$ cat src/rtl/sweep_if.sv
// sweep_if: bundle between the sweep sequencer, sweep_ctrl and the counter.
//
// Handshake: start is a request level; sweep_ctrl samples it only while
// busy=0, and an accepted request raises busy on the next edge. busy stays
// high until the run ends (done pulse) or is aborted by stop. A rejected
// request (lo >= hi) leaves busy low and pulses err for one cycle. stop
// overrides start in the same cycle.
//
// Signals:
//   start, stop          request / abort from the sequencer
//   lo, hi, n_sweeps     run parameters, latched when a start is accepted
//   count                feedback from the counter's count output
//   load, u_d, data      drive to the counter (u_d=1 counts up)
//   busy, done, err      registered status
//   sweep_cnt            completed sweeps in the current or last run
interface sweep_if #(
    parameter int WIDTH = 8,
    parameter int NW    = 8
);
    logic             start;
    logic             stop;
    logic [WIDTH-1:0] lo;
    logic [WIDTH-1:0] hi;
    logic [NW-1:0]    n_sweeps;
    logic [WIDTH-1:0] count;
    logic             load;
    logic             u_d;
    logic [WIDTH-1:0] data;
    logic             busy;
    logic             done;
    logic             err;
    logic [NW-1:0]    sweep_cnt;

    modport master (
        output start, stop, lo, hi, n_sweeps, count,
        input  load, u_d, data, busy, done, err, sweep_cnt
    );

    modport slave (
        input  start, stop, lo, hi, n_sweeps, count,
        output load, u_d, data, busy, done, err, sweep_cnt
    );
endinterface

$ cat src/rtl/sweep_ctrl.sv
// sweep_ctrl: drives an 8-bit loadable up/down counter through a triangle
// sweep lo -> hi -> lo for a programmed number of sweeps, then holds it.
//
// Ports:
//   clk        clock, all state updates on posedge
//   rst        synchronous, active-low reset
//   bus        sweep_if slave modport (request, limits, counter drive, status)
//   state_dbg  current FSM state (0=IDLE, 1=UP, 2=DOWN)
//
// load/u_d/data are combinational from state, count and start/stop so the
// counter reacts on the very edge the decision is made; all status outputs
// are registered.
module sweep_ctrl #(
    parameter int WIDTH = 8,
    parameter int NW    = 8
) (
    input  logic       clk,
    input  logic       rst,
    sweep_if.slave     bus,
    output logic [1:0] state_dbg
);

    typedef enum logic [1:0] {
        IDLE = 2'd0,
        UP   = 2'd1,
        DOWN = 2'd2
    } state_t;

    state_t           state;
    logic [WIDTH-1:0] lo_l;
    logic [WIDTH-1:0] hi_l;
    logic [NW-1:0]    n_l;
    logic [NW-1:0]    sweep_cnt_r;
    logic             busy_r;
    logic             done_r;
    logic             err_r;

    logic             start_ok;
    logic             at_hi;
    logic             at_lo;
    logic             last_sweep;
    logic [NW-1:0]    cnt_inc;

    logic             load_c;
    logic             u_d_c;
    logic [WIDTH-1:0] data_c;

    assign start_ok   = bus.start && !bus.stop && (bus.lo < bus.hi);
    assign at_hi      = (bus.count == hi_l);
    assign at_lo      = (bus.count == lo_l);
    assign cnt_inc    = sweep_cnt_r + NW'(1);
    // n_l == 0 selects continuous mode, where no sweep is ever the last.
    assign last_sweep = (n_l != '0) && (cnt_inc == n_l);

    // Default is "hold": reload the counter with its own value.
    always_comb begin
        load_c = 1'b1;
        u_d_c  = 1'b1;
        data_c = bus.count;
        if (!rst) begin
            data_c = '0;
        end else begin
            case (state)
                IDLE: begin
                    if (start_ok) data_c = bus.lo;
                end
                UP: begin
                    if (!bus.stop) begin
                        load_c = 1'b0;
                        // Turn around on the cycle count sits at hi, so hi
                        // is seen for exactly one cycle.
                        u_d_c  = !at_hi;
                    end
                end
                DOWN: begin
                    if (!bus.stop && !(at_lo && last_sweep)) begin
                        load_c = 1'b0;
                        u_d_c  = at_lo;
                    end
                end
                default: ;
            endcase
        end
    end

    always_ff @(posedge clk) begin
        if (!rst) begin
            state       <= IDLE;
            lo_l        <= '0;
            hi_l        <= '0;
            n_l         <= '0;
            sweep_cnt_r <= '0;
            busy_r      <= 1'b0;
            done_r      <= 1'b0;
            err_r       <= 1'b0;
        end else begin
            done_r <= 1'b0;
            err_r  <= 1'b0;
            case (state)
                IDLE: begin
                    if (bus.start && !bus.stop) begin
                        if (bus.lo < bus.hi) begin
                            lo_l        <= bus.lo;
                            hi_l        <= bus.hi;
                            n_l         <= bus.n_sweeps;
                            sweep_cnt_r <= '0;
                            state       <= UP;
                            busy_r      <= 1'b1;
                        end else begin
                            err_r <= 1'b1;
                        end
                    end
                end
                UP: begin
                    if (bus.stop) begin
                        state  <= IDLE;
                        busy_r <= 1'b0;
                    end else if (at_hi) begin
                        state <= DOWN;
                    end
                end
                DOWN: begin
                    if (bus.stop) begin
                        state  <= IDLE;
                        busy_r <= 1'b0;
                    end else if (at_lo) begin
                        // Wraps freely in continuous mode.
                        sweep_cnt_r <= cnt_inc;
                        if (last_sweep) begin
                            done_r <= 1'b1;
                            state  <= IDLE;
                            busy_r <= 1'b0;
                        end else begin
                            state <= UP;
                        end
                    end
                end
                default: begin
                    state  <= IDLE;
                    busy_r <= 1'b0;
                end
            endcase
        end
    end

    assign bus.load      = load_c;
    assign bus.u_d       = u_d_c;
    assign bus.data      = data_c;
    assign bus.busy      = busy_r;
    assign bus.done      = done_r;
    assign bus.err       = err_r;
    assign bus.sweep_cnt = sweep_cnt_r;
    assign state_dbg     = state;

endmodule
$ cat src/flat_wrapper.sv
// flat-port wrapper written by rule: the top's interface ports become plain ports
module sweep_ctrl_flat 
#(
    parameter int WIDTH = 8,
    parameter int NW    = 8
)
  (clk, rst, state_dbg, bus_start, bus_stop, bus_lo, bus_hi, bus_n_sweeps, bus_count, bus_load, bus_u_d, bus_data, bus_busy, bus_done, bus_err, bus_sweep_cnt);
  sweep_if #(.WIDTH(WIDTH), .NW(NW)) bus_i ();
  input  logic clk;
  input  logic rst;
  output logic [1:0] state_dbg;
  input wire logic [$bits(bus_i.start)-1:0] bus_start;
  input wire logic [$bits(bus_i.stop)-1:0] bus_stop;
  input wire logic [$bits(bus_i.lo)-1:0] bus_lo;
  input wire logic [$bits(bus_i.hi)-1:0] bus_hi;
  input wire logic [$bits(bus_i.n_sweeps)-1:0] bus_n_sweeps;
  input wire logic [$bits(bus_i.count)-1:0] bus_count;
  output wire logic [$bits(bus_i.load)-1:0] bus_load;
  output wire logic [$bits(bus_i.u_d)-1:0] bus_u_d;
  output wire logic [$bits(bus_i.data)-1:0] bus_data;
  output wire logic [$bits(bus_i.busy)-1:0] bus_busy;
  output wire logic [$bits(bus_i.done)-1:0] bus_done;
  output wire logic [$bits(bus_i.err)-1:0] bus_err;
  output wire logic [$bits(bus_i.sweep_cnt)-1:0] bus_sweep_cnt;
  assign bus_i.start = bus_start;
  assign bus_i.stop = bus_stop;
  assign bus_i.lo = bus_lo;
  assign bus_i.hi = bus_hi;
  assign bus_i.n_sweeps = bus_n_sweeps;
  assign bus_i.count = bus_count;
  assign bus_load = bus_i.load;
  assign bus_u_d = bus_i.u_d;
  assign bus_data = bus_i.data;
  assign bus_busy = bus_i.busy;
  assign bus_done = bus_i.done;
  assign bus_err = bus_i.err;
  assign bus_sweep_cnt = bus_i.sweep_cnt;
  sweep_ctrl #(.WIDTH(WIDTH), .NW(NW)) u_core (.clk(clk), .rst(rst), .bus(bus_i), .state_dbg(state_dbg));
endmodule
$ cat config.mk
export PLATFORM = sky130hd
export DESIGN_NAME = sweep_ctrl_flat
export DESIGN_NICKNAME = d
export VERILOG_FILES = /design/src/rtl/sweep_if.sv /design/src/rtl/sweep_ctrl.sv /design/src/flat_wrapper.sv
export SDC_FILE = /design/constraint.sdc
export NUM_CORES = 1
export LEC_CHECK = 0
export CORE_MARGIN = 2
export CORE_UTILIZATION = 50
export DETAILED_ROUTE_END_ITERATION = 8
export GPL_TIMING_DRIVEN = 0
export PLACE_DENSITY = 0.79
export SYNTH_ARGS = -nofsm -noshare
export SYNTH_HDL_FRONTEND = slang
export SYNTH_SLANG_ARGS = --single-unit
$ cat constraint.sdc
create_clock -name clk -period 4.31 [get_ports clk]
set_clock_uncertainty 0.15 [all_clocks]
set_input_delay 1.0775 -clock clk [delete_from_list [all_inputs] [get_ports clk]]
set_output_delay 1.0775 -clock clk [all_outputs]
set_load 0.1 [all_outputs]
==> impl_metrics.py <==
metrics = {
    "timing": {
        "max_freq_mhz": 236,
        "setup_ws_ns": 0.0678,
        "rsz0062_at_grt": "no",
        "setup_violations": 0,
        "post-route-period-util_pct": 98.4,
        "hold-worst-slack_ns": 0.313,
        "drv_slew": 0,
        "fin_tns_setup_ns": 0,
        "slew-limit-headroom_pct": 34.0,
        "hold_viol": 0,
        "period_needed_ns": 4.24,
        "worst_pin_slew_ns": 0.987,
    },
    "routing": {
        "met1Wirelength_um": 3070,
        "wl_met2_um": 3380,
        "drt_wl_total_um": 7070,
        "met3WireLength_um": 436,
        "avgViaCountPerCell": 5.65,
        "drt_first_pass_iters": 4,
        "top_layer": "met4",
        "via_count": 2508,
        "ant_nets": 0,
        "drt-wirelength-per-cell_um": 15.9,
        "drc": 0,
        "drt_iter0_drc": 298,
    },
    "setup_path": {
        "crit_path_max_fanout": 5,
        "critPathRequiredTime_ns": 3.08,
        "cp_num_buf_inv": 3,
        "cp.arrival_ns": 3.01,
        "max_stage_delay_ns": 0.33,
        "worst_setup_path_end_kind": "primary output",
        "crit_path_cell_trace": "buf_2 -> ha_1 -> a211o_1 -> a21o_1 -> a211oi_4 -> buf_6 -> nand2_4 -> a21boi_4 -> buf_12",
        "critPathSlowestCell": "a211o_1",
        "critPathKind": "input pin to primary output",
        "crit_family": "compound AO/OA/AOI/OAI gates",
        "critPathLaunchType": "input pin",
    },
    "final_layout": {
        "layoutNonFillerInstCount": 444,
        "area_growth_pct": 45.4,
        "fin_area_mm2": 0.00361,
        "nets": 424,
        "layout-drive-gt1-share_pct": 22.0,
        "antennaDiodeCount": 0,
    },
    "logic_synthesis": {
        "synth_ff_type": "dfxtp_1",
        "synthArstFlopShare_pct": 0,
        "avgSynthCellArea_um2": 8.17,
        "yosysSeqAreaShare_pct": 29.8,
        "synth.net_count": 352,
        "synthDistinctLibCells": 52,
        "synth_common_cells": "nand2_1 (60), dfxtp_1 (37), a21boi_1 (19), xnor2_1 (15)",
        "synth-edff-count": 0,
        "yosysMostFrequentCell": "nand2_1",
        "synth_top_area_share_pct": 29.8,
        "synth-warning-count": 0,
        "postSynthCellCount": 304,
        "yosys.area.top_type": "dfxtp_1",
        "syn_area_mm2": 0.00248,
        "synthTopCellsByArea": "dfxtp_1 (30%), nand2_1 (9.1%), ha_1 (6.0%), a21boi_1 (5.7%), xnor2_1 (5.3%)",
        "ys_ff_latch": 37,
    },
    "floorplanning": {
        "io_pins": 59,
        "die_x_um": 74.5,
        "initial_core_util_pct": 52.2,
        "rows": 25,
        "die_h_um": 74.5,
        "coreArea_mm2": 0.00475,
        "dieArea_mm2": 0.00555,
    },
    "placed_design": {
        "place_ws_ns": -1.44,
        "dp_hpwl_um": 5140,
        "place_congestion": 0.876,
        "dp.cells": 429,
        "dpl_cell_area_mm2": 0.00328,
        "numPortBuffers": 58,
    },
    "global_route": {
        "grt-ovfl-total": 0,
        "grt_use_total_pct": 27.5,
        "grt_max_degree": 14,
        "grt_pass1_wl_um": 11700,
        "antenna_found_initial": 0,
        "grt_pass1_vias": 2460,
    },
    "clock_tree": {
        "cts_made_buffers": 5,
        "htree_levels": 2,
        "clkTransAtPathRegs_ns": 0.08,
        "holdBufCountCts": 0,
        "clock_latency_ns": 0.30,
        "clock_sinks": 37,
        "cts_max_path_buffers": 2,
        "cts_tree": "built",
        "cts-root-buf": "clkbuf_8",
    },
    "power_and_ir_drop": {
        "peakVddDrop_mv": 0.234,
        "powerDensity_mw_per_mm2": 345,
        "leakagePower_uw": 0.00143,
    },
    "min_path": {
        "hp-class": "register to register",
    },
    "job": {
        "maxCapViolCount": 0,
    },
    "status": {
        "status": "completed",
    },
}
==> layer usage <==
layer  global-route usage (%)  up-vias
li1                         -     1217
met1                     34.7     1170
met2                     45.8      102
met3                     5.01       19
met4                     11.9        0
met5                        0        -
==> kinds of logic after synthesis <==
kind of cell | Yosys count | synth area share [%]
AO/OA/AOI/OAI | 82 | 25.5
XOR/XNOR | 27 | 9.52
adder cells (fa/ha/maj) | 12 | 6.05
buffers and inverters | 29 | 5.49
flip-flops | 37 | 29.8
multiplexers | 3 | 1.21
AND/OR/NAND/NOR | 114 | 22.4
==> where the power goes <==
group	leakage (uW)	switching (uW)	internal, uW
Combinational	0.00107	361	206
Sequential	0.000305	21.7	365
Clock	0.0000525	140	150
==> cell usage in the layout, fill, tap and decap left out, drive strengths merged, types with 2 or more instances in the layout <==
master / Yosys / routed
a211o: 2 / 2
a211oi: 2 / 2
a21boi: 32 / 32
a21o: 2 / 2
a21oi: 10 / 10
a22oi: 2 / 2
and2: 2 / 2
and3: 3 / 3
and4: 2 / 2
buf: 9 / 28
clkbuf: 8 / 15
clkdlybuf4s15: 0 / 3
clkdlybuf4s50: 0 / 32
dfxtp: 37 / 37
dlygate4sd2: 0 / 10
ha: 12 / 12
inv: 12 / 12
mux2i: 3 / 3
nand2: 64 / 64
nand2b: 5 / 5
nand3: 7 / 7
nand3b: 3 / 3
nand4: 8 / 8
nor2: 6 / 6
nor2b: 2 / 2
nor3: 2 / 2
nor3b: 3 / 3
nor4: 4 / 4
o2111ai: 5 / 5
o211ai: 5 / 5
o21ai: 9 / 9
o21bai: 2 / 2
o221ai: 2 / 2
o31ai: 3 / 3
xnor2: 15 / 15
xor2: 12 / 12
==> flip-flops by register name, summed over array words and instances (netlist names) <==
| register | count |
|---|---|
| u_core.bus.busy | 1 |
| u_core.bus.done | 1 |
| u_core.bus.err | 1 |
| u_core.bus.sweep_cnt | 8 |
| u_core.hi_l | 8 |
| u_core.lo_l | 8 |
| u_core.n_l | 8 |
| u_core.state_dbg | 2 |
==> repair_timing <==
item,4_1_cts,5_1_grt
pin swaps,15,9
gates resized for setup,125,11
buffers inserted,9,0
endpoints found under the setup margin,10,10
==> path summary, 6_finish.rpt <==
| path | cells past startpoint | slack [ns] | to | from |
|---|---|---|---|---|
| worst max register to register | 9 | 1.69 | u_core.bus.sweep_cnt[3]$_SDFFE_PN0P_ | u_core.state_dbg[0]$_SDFFE_PN0P_ |
| worst min-delay path | 2 | 0.31 | u_core.bus.busy$_SDFFE_PN0P_ | u_core.bus.busy$_SDFFE_PN0P_ |
| worst min register to register | 2 | 0.31 | u_core.bus.busy$_SDFFE_PN0P_ | u_core.bus.busy$_SDFFE_PN0P_ |
| worst max-delay path | 9 | 0.07 | bus_data[3] | bus_lo[1] |
==> final cells by class <==
class,count,area (um^2)
buffer,15,96.3
multi-input combinational,238,1810
clock buffer,6,93.8
inverter,12,45.0
timing repair buffer,67,703
tap,67,83.8
fill,368,1140
sequential,37,761
clock inverter,2,16.3
==> worst min-delay path, stage by stage, from the launching register on <==
cell     delay [ns]
dfxtp_1        0.31
nand2_1        0.05
mux2i_1        0.05
==> stage by stage <==
step / total power, uW / util [%]
floorplan: 774 / -
CTS: 1240 / 75.4
global placement: 904 / 69.0
detailed placement: 909 / 69.0
global route: 1300 / 75.9
finish: 1240 / 75.9
Power figures use the tool's default switching activity.
